**src/rtl/gates_pkg.sv**
```systemverilog
// Shared types and constants for the Gates demo input conditioner.
// Optional feature macro used by the files importing this package: GATES_EDGE_EN.
package gates_pkg;

   typedef enum logic {STABLE, SETTLING} deb_state_t;

   localparam int unsigned GATES_NUM_IN = 3;
   localparam int unsigned SYNC_MIN     = 2;
   localparam int unsigned SYNC_MAX     = 4;

endpackage

```
**src/rtl/gates_input_conditioner_if.sv**
```systemverilog
// Switch-side and gate-side signals of the input conditioner.
// master: the board / gate block around the conditioner; slave: the conditioner itself.
// rise/fall carry {c,b,a} edge pulses, active only when GATES_EDGE_EN is defined.
interface gates_input_conditioner_if import gates_pkg::*; ();

   logic                    sw_a;
   logic                    sw_b;
   logic                    sw_c;
   logic                    a;
   logic                    b;
   logic                    c;
   logic                    changed;
   logic [GATES_NUM_IN-1:0] rise;
   logic [GATES_NUM_IN-1:0] fall;

   modport master (
      output sw_a, sw_b, sw_c,
      input  a, b, c, changed, rise, fall
   );

   modport slave (
      input  sw_a, sw_b, sw_c,
      output a, b, c, changed, rise, fall
   );

endinterface

```
**src/rtl/gates_debounce_chan.sv**
```systemverilog
// One conditioning channel: synchroniser chain, debounce FSM with qualification
// counter, registered output level, flip flag and optional edge flags.
// Optional feature: GATES_EDGE_EN builds the rise/fall flops; otherwise they are tied to 0.
module gates_debounce_chan import gates_pkg::*; #(
   parameter int unsigned SYNC_STAGES     = 2,
   parameter int unsigned DEBOUNCE_CYCLES = 1000
) (
   input  logic clk,
   input  logic rst,
   input  logic sw,
   output logic out,
   output logic flip,
   output logic rise,
   output logic fall
);

   localparam int unsigned      CNT_W   = $clog2(DEBOUNCE_CYCLES + 1);
   localparam logic [CNT_W-1:0] CNT_MAX = CNT_W'(DEBOUNCE_CYCLES);

   if (SYNC_STAGES < SYNC_MIN || SYNC_STAGES > SYNC_MAX || DEBOUNCE_CYCLES < 1) begin : g_bad_params
      $error("gates_debounce_chan: SYNC_STAGES must be 2..4 and DEBOUNCE_CYCLES at least 1");
   end

   logic [SYNC_STAGES-1:0] sync_q;
   logic                   syn;
   deb_state_t             state_q, state_d;
   logic [CNT_W-1:0]       cnt_q, cnt_d;
   logic                   out_q, out_d;
   logic                   flip_q;

   // Shift the raw switch through the synchroniser chain.
   // NOTE: the synchroniser flops are reset too, so a switch held high during reset
   // still needs the full latency after release instead of leaking straight through.
   always_ff @(posedge clk) begin
      if (rst) sync_q <= '0;
      else     sync_q <= {sync_q[SYNC_STAGES-2:0], sw};
   end

   assign syn = sync_q[SYNC_STAGES-1];

   // Debounce state, counter and output level registers.
   // NOTE: state is updated only with <= so every flop samples pre-edge values.
   always_ff @(posedge clk) begin
      if (rst) begin
         state_q <= STABLE;
         cnt_q   <= '0;
         out_q   <= 1'b0;
         flip_q  <= 1'b0;
      end else begin
         state_q <= state_d;
         cnt_q   <= cnt_d;
         out_q   <= out_d;
         flip_q  <= (out_d != out_q);
      end
   end

   // Next-state logic: qualify a new level for DEBOUNCE_CYCLES, restart on any bounce.
   // NOTE: every signal gets a default first, so no path leaves one unassigned (no latch).
   always_comb begin
      state_d = state_q;
      cnt_d   = cnt_q;
      out_d   = out_q;
      unique case (state_q)
         STABLE: begin
            if (syn != out_q) begin
               state_d = SETTLING;
               cnt_d   = CNT_W'(1);
            end
         end
         SETTLING: begin
            if (syn == out_q) begin
               state_d = STABLE;
               cnt_d   = '0;
            end else if (cnt_q == CNT_MAX) begin
               state_d = STABLE;
               cnt_d   = '0;
               out_d   = syn;
            end else begin
               cnt_d   = cnt_q + CNT_W'(1);
            end
         end
         default: begin
            state_d = STABLE;
            cnt_d   = '0;
         end
      endcase
   end

   assign out  = out_q;
   assign flip = flip_q;

`ifdef GATES_EDGE_EN
   logic rise_q;
   logic fall_q;

   // Edge flags, registered alongside flip so they coincide with the new level.
   always_ff @(posedge clk) begin
      if (rst) begin
         rise_q <= 1'b0;
         fall_q <= 1'b0;
      end else begin
         rise_q <= out_d & ~out_q;
         fall_q <= ~out_d & out_q;
      end
   end

   assign rise = rise_q;
   assign fall = fall_q;
`else
   assign rise = 1'b0;
   assign fall = 1'b0;
`endif

endmodule

```
**src/rtl/gates_input_conditioner.sv**
```systemverilog
// Conditions the three raw board switches into settled a/b/c levels for the gate block.
// Each switch gets its own independent synchroniser + debouncer channel; the top only
// merges the per-channel flips into a single changed pulse.
// Optional feature: GATES_EDGE_EN enables the rise/fall edge pulses.
module gates_input_conditioner import gates_pkg::*; #(
   parameter int unsigned SYNC_STAGES     = 2,
   parameter int unsigned DEBOUNCE_CYCLES = 1000
) (
   input  logic                      clk,
   input  logic                      rst,
   gates_input_conditioner_if.slave  bus
);

   logic [GATES_NUM_IN-1:0] sw;
   logic [GATES_NUM_IN-1:0] lvl;
   logic [GATES_NUM_IN-1:0] flip;
   logic [GATES_NUM_IN-1:0] rise;
   logic [GATES_NUM_IN-1:0] fall;

   assign sw = {bus.sw_c, bus.sw_b, bus.sw_a};

   for (genvar i = 0; i < GATES_NUM_IN; i++) begin : g_chan
      gates_debounce_chan #(
         .SYNC_STAGES     (SYNC_STAGES),
         .DEBOUNCE_CYCLES (DEBOUNCE_CYCLES)
      ) u_chan (
         .clk  (clk),
         .rst  (rst),
         .sw   (sw[i]),
         .out  (lvl[i]),
         .flip (flip[i]),
         .rise (rise[i]),
         .fall (fall[i])
      );
   end

   assign bus.a       = lvl[0];
   assign bus.b       = lvl[1];
   assign bus.c       = lvl[2];
   assign bus.changed = |flip;
   assign bus.rise    = rise;
   assign bus.fall    = fall;

endmodule

```
**src/flat_wrapper.sv**
```systemverilog
// flat-port wrapper written by rule: the top's interface ports become plain ports
module gates_input_conditioner_flat import gates_pkg::*;
#(
   parameter int unsigned SYNC_STAGES     = 2,
   parameter int unsigned DEBOUNCE_CYCLES = 1000
)
  (clk, rst, bus_sw_a, bus_sw_b, bus_sw_c, bus_a, bus_b, bus_c, bus_changed, bus_rise, bus_fall);
  gates_input_conditioner_if bus_i ();
  input  logic clk;
  input  logic rst;
  input wire logic [$bits(bus_i.sw_a)-1:0] bus_sw_a;
  input wire logic [$bits(bus_i.sw_b)-1:0] bus_sw_b;
  input wire logic [$bits(bus_i.sw_c)-1:0] bus_sw_c;
  output wire logic [$bits(bus_i.a)-1:0] bus_a;
  output wire logic [$bits(bus_i.b)-1:0] bus_b;
  output wire logic [$bits(bus_i.c)-1:0] bus_c;
  output wire logic [$bits(bus_i.changed)-1:0] bus_changed;
  output wire logic [$bits(bus_i.rise)-1:0] bus_rise;
  output wire logic [$bits(bus_i.fall)-1:0] bus_fall;
  assign bus_i.sw_a = bus_sw_a;
  assign bus_i.sw_b = bus_sw_b;
  assign bus_i.sw_c = bus_sw_c;
  assign bus_a = bus_i.a;
  assign bus_b = bus_i.b;
  assign bus_c = bus_i.c;
  assign bus_changed = bus_i.changed;
  assign bus_rise = bus_i.rise;
  assign bus_fall = bus_i.fall;
  gates_input_conditioner #(.SYNC_STAGES(SYNC_STAGES), .DEBOUNCE_CYCLES(DEBOUNCE_CYCLES)) u_core (.clk(clk), .rst(rst), .bus(bus_i));
endmodule
```
**config.mk**
```make
export PLATFORM = sky130hd
export DESIGN_NAME = gates_input_conditioner_flat
export DESIGN_NICKNAME = d
export VERILOG_FILES = /design/src/rtl/gates_pkg.sv /design/src/rtl/gates_input_conditioner_if.sv /design/src/rtl/gates_debounce_chan.sv /design/src/rtl/gates_input_conditioner.sv /design/src/flat_wrapper.sv
export SDC_FILE = /design/constraint.sdc
export NUM_CORES = 1
export LEC_CHECK = 0
export ABC_AREA = 1
export BUFFER_PORTS_ARGS = -buffer_cell sky130_fd_sc_hd__buf_2
export CAP_MARGIN = 0
export CORE_ASPECT_RATIO = 2
export CORE_MARGIN = 2
export CORE_UTILIZATION = 61
export DETAILED_ROUTE_END_ITERATION = 10
export GPL_ROUTABILITY_DRIVEN = 0
export PLACE_DENSITY = 0.77
export REMOVE_ABC_BUFFERS = 1
export SKIP_LAST_GASP = 1
export SYNTH_ARGS = -nofsm -noshare
export SYNTH_HDL_FRONTEND = slang
export SYNTH_HIERARCHICAL = 1
export SYNTH_SLANG_ARGS = --single-unit
```
**constraint.sdc**
```tcl
create_clock -name clk -period 1.65 [get_ports clk]
set_input_delay 0.165 -clock clk [delete_from_list [all_inputs] [get_ports clk]]
set_output_delay 0.165 -clock clk [all_outputs]
set_load 0.05 [all_outputs]
```
==> impl_metrics.ini <==
[logic_synthesis]
yosysSeqAreaShare_pct = 34.1
yosysTopAreaCell = dfxtp_1
netlist.area_leader.share_pct = 34.1
syn_avg_cell_area_sq_um = 6.53
synth_cells = 405
synth-edff-count = 0
ys_async_sr_fraction_pct = 0
synth-seq-cells = 45
synth.most_common_cell = nand2_1
ys.flop_type = dfxtp_1
netlist_area_sq_mm = 0.00265
synth.distinct_cells = 25
yosys_warnings = 6
synth_top_cells_by_count = nand2_1, inv_1, nor2_1
synth_area_leaders = dfxtp_1, nand2_1, inv_1, nor2_1, nand3_1

[worst_hold_path]
hp-start = bus_sw_c
hp-class = input pin to flip-flop

[critical_path]
path_common_cell = nor2_1
cp_cell_sequence = inv_1 -> ha_1 -> nand2_1 -> nor2_1 -> nand3_2 -> nand2_2 -> nor2_1 -> nor2_1 -> nor2_1
path_delay_family = simple AND/OR/NAND/NOR gates
required_ns = 1.83
path_buf_inv = 1
crit_arrival_ns = 1.56
worstReg2RegStart = u_core/g_chan[0].u_chan/cnt_q[0]
slowest_stage = dfxtp_1
critPathMaxFanout = 6
startpoint = u_core/g_chan[0].u_chan/cnt_q[0]
startpoint_type = flip-flop
critical_path.max_stage_delay_ns = 0.34
critical_path_class = flip-flop to flip-flop
endpoint_kind = flip-flop

[run_status]
status = finished, final reports clean

[clocking]
cts_max_level = 2
clk_latency_ns = 0.30
cts-root-buf = clkbuf_8
cts_buffers = 5
postCtsHoldBufs = 0
clock_path_buffers = 2
cts_sinks = 45
postCtsSetupRepairBufs = 0
cts_resized = 0
clk_pin_slew_worst_paths_ns = 0.08
cts_tree = yes

[timing]
whs_ns = 0.0616
finalCritPeriodShare_pct = 83.8
setup_violations = 0
grt_setup_unrepaired = no
setup_slack_ns = 0.268
hold_viol = 0
slew_viol_final = 0
min_period_ns = 1.38
setup_tns_ns = 0
max_freq_ghz = 0.724
skew_ns = 0.0139

[grt]
antenna_found_initial = 0
grt_pass1_vias = 2330
grt_max_degree = 19
grt_usage_pct = 25.1
grt.overflow.total = 0
grt_first_pass_wirelength_mm = 9.51

[layout]
drive_gt1_share_pct = 14.2
antenna_cells = 0
finalNetCount = 426
synthToLayoutAreaGrowth_pct = 5.91
fillerInstances = 402

[die]
initial_utilization_pct = 64.1
die-area_sq_mm = 0.00491
core-area_sq_mm = 0.00413
rows = 33
die_width_um = 50.6
ios = 15
die_y_um = 97.1

[detailed_routing]
viasPerCell = 5.12
drt_iter0_drc = 48
routedWlPerCell_um = 11.9
vias = 2394
ant_nets = 0
wirelength_mm = 5.56
dr.pass1.iters = 5
route.detailed.drc = 0

[pwr]
cellLeakagePower_uw = 0.00117
vdd_ir_drop_max_mv = 0.661
p_per_area_mw_per_mm2 = 693

[placed_design]
dp_hpwl_mm = 4.30
portBuffers = 8
pre_cts_ws_ns = 0.305

[job]
maxCapViolCount = 0
## stage by stage
| stage | cell area [sq um] | instances | power [uW] | utilization, % |
|---|---|---|---|---|
| 2_1_floorplan | 2590 | 399 | 1220 | - |
| 3_3_place_gp | 2710 | 460 | 1250 | 65.5 |
| 3_5_place_dp | 2710 | 460 | 1250 | 65.5 |
| 4_1_cts | 2800 | 468 | 1970 | 67.8 |
| 5_1_grt | 2800 | 468 | 2020 | 67.8 |
| 6_report | 2800 | 468 | 1940 | 67.8 |
## state kept, by name, summed over array words and instances, names as in the netlist
signal                        flops
u_core/g_chan.u_chan/flip         3
u_core/g_chan.u_chan/state_q      3
u_core/g_chan.u_chan/out          3
u_core/g_chan.u_chan/sync_q       6
u_core/g_chan.u_chan/cnt_q       30
## logic make-up after synthesis
kind of cell	Yosys count	synth area share, %
adders and majority gates	6	2.84
DFF	45	34.1
buffers and inverters	83	13.0
other	3	0.426
and+or+nand+nor	231	41.6
AOI/OAI and AO/OA	33	6.53
xor gates and xnor gates	4	1.61
## path summary, 6_finish.rpt
check             slack [ns]                           endpoint  cells past startpoint
hold reg to reg         0.41  u_core/g_chan[2].u_chan/sync_q[1]                      2
hold / removal          0.06  u_core/g_chan[2].u_chan/sync_q[0]                      3
setup reg to reg        0.27   u_core/g_chan[0].u_chan/cnt_q[7]                      9
setup / recovery        0.27   u_core/g_chan[0].u_chan/cnt_q[7]                      9
## worst register-to-register path, stage by stage (launching register included)
cell	delay, ns
dfxtp_1	0.34
inv_1	0.11
ha_1	0.16
nand2_1	0.05
nor2_1	0.16
nand3_2	0.16
nand2_2	0.11
nor2_1	0.05
nor2_1	0.08
nor2_1	0.04
## layer usage
metal | share of wire, % | wire [um] | track usage, % | vias up
met1 | 36 | 2030 | 23.0 | 1090
met3 | 2.0 | 110 | 3.85 | 16
met2 | 58 | 3250 | 49.8 | 35
met4 | 3.2 | 177 | 11.9 | 0
li1 | - | - | - | 1253
met5 | 0 | 0 | 0 | -
## cell type report
type,instances,area (sq um),area share (%)
Multi-Input combinational cell,280,1410,50.4
Sequential cell,45,901,32.2
Inverter,74,279,9.96
Clock buffer,6,82.6,2.95
Tap cell,52,65.1,2.32
Timing Repair Buffer,9,47.5,1.70
Clock inverter,2,13.8,0.491
## layout by cell type (no fill, tap or decap)
cell type / n
nand2_1: 101
inv_1: 67
nor2_1: 52
dfxtp_1: 45
nand3_1: 34
a21oi_1: 18
o21ai_0: 13
nand2_2: 10
buf_2: 8
nor2_4: 8
nand4_1: 7
nor2_2: 7
clkbuf_8: 6
ha_1: 6
conb_1: 6
inv_2: 6
nor3_1: 5
xor2_1: 3
clkinv_2: 2
nand4_2: 2
nand3_4: 2
nor3_2: 2
a21oi_2: 2
clkinv_4: 1
xnor2_2: 1
nand3_2: 1
buf_4: 1
## power breakdown
part	leakage [uW]	switching (uW)	total, uW	internal [uW]
clock	0.0000512	375	715	340
sequential	0.000364	9.35	1110	1100
combinational	0.000751	94.1	121	26.4
No activity file was read; power rests on OpenSTA's default activity.
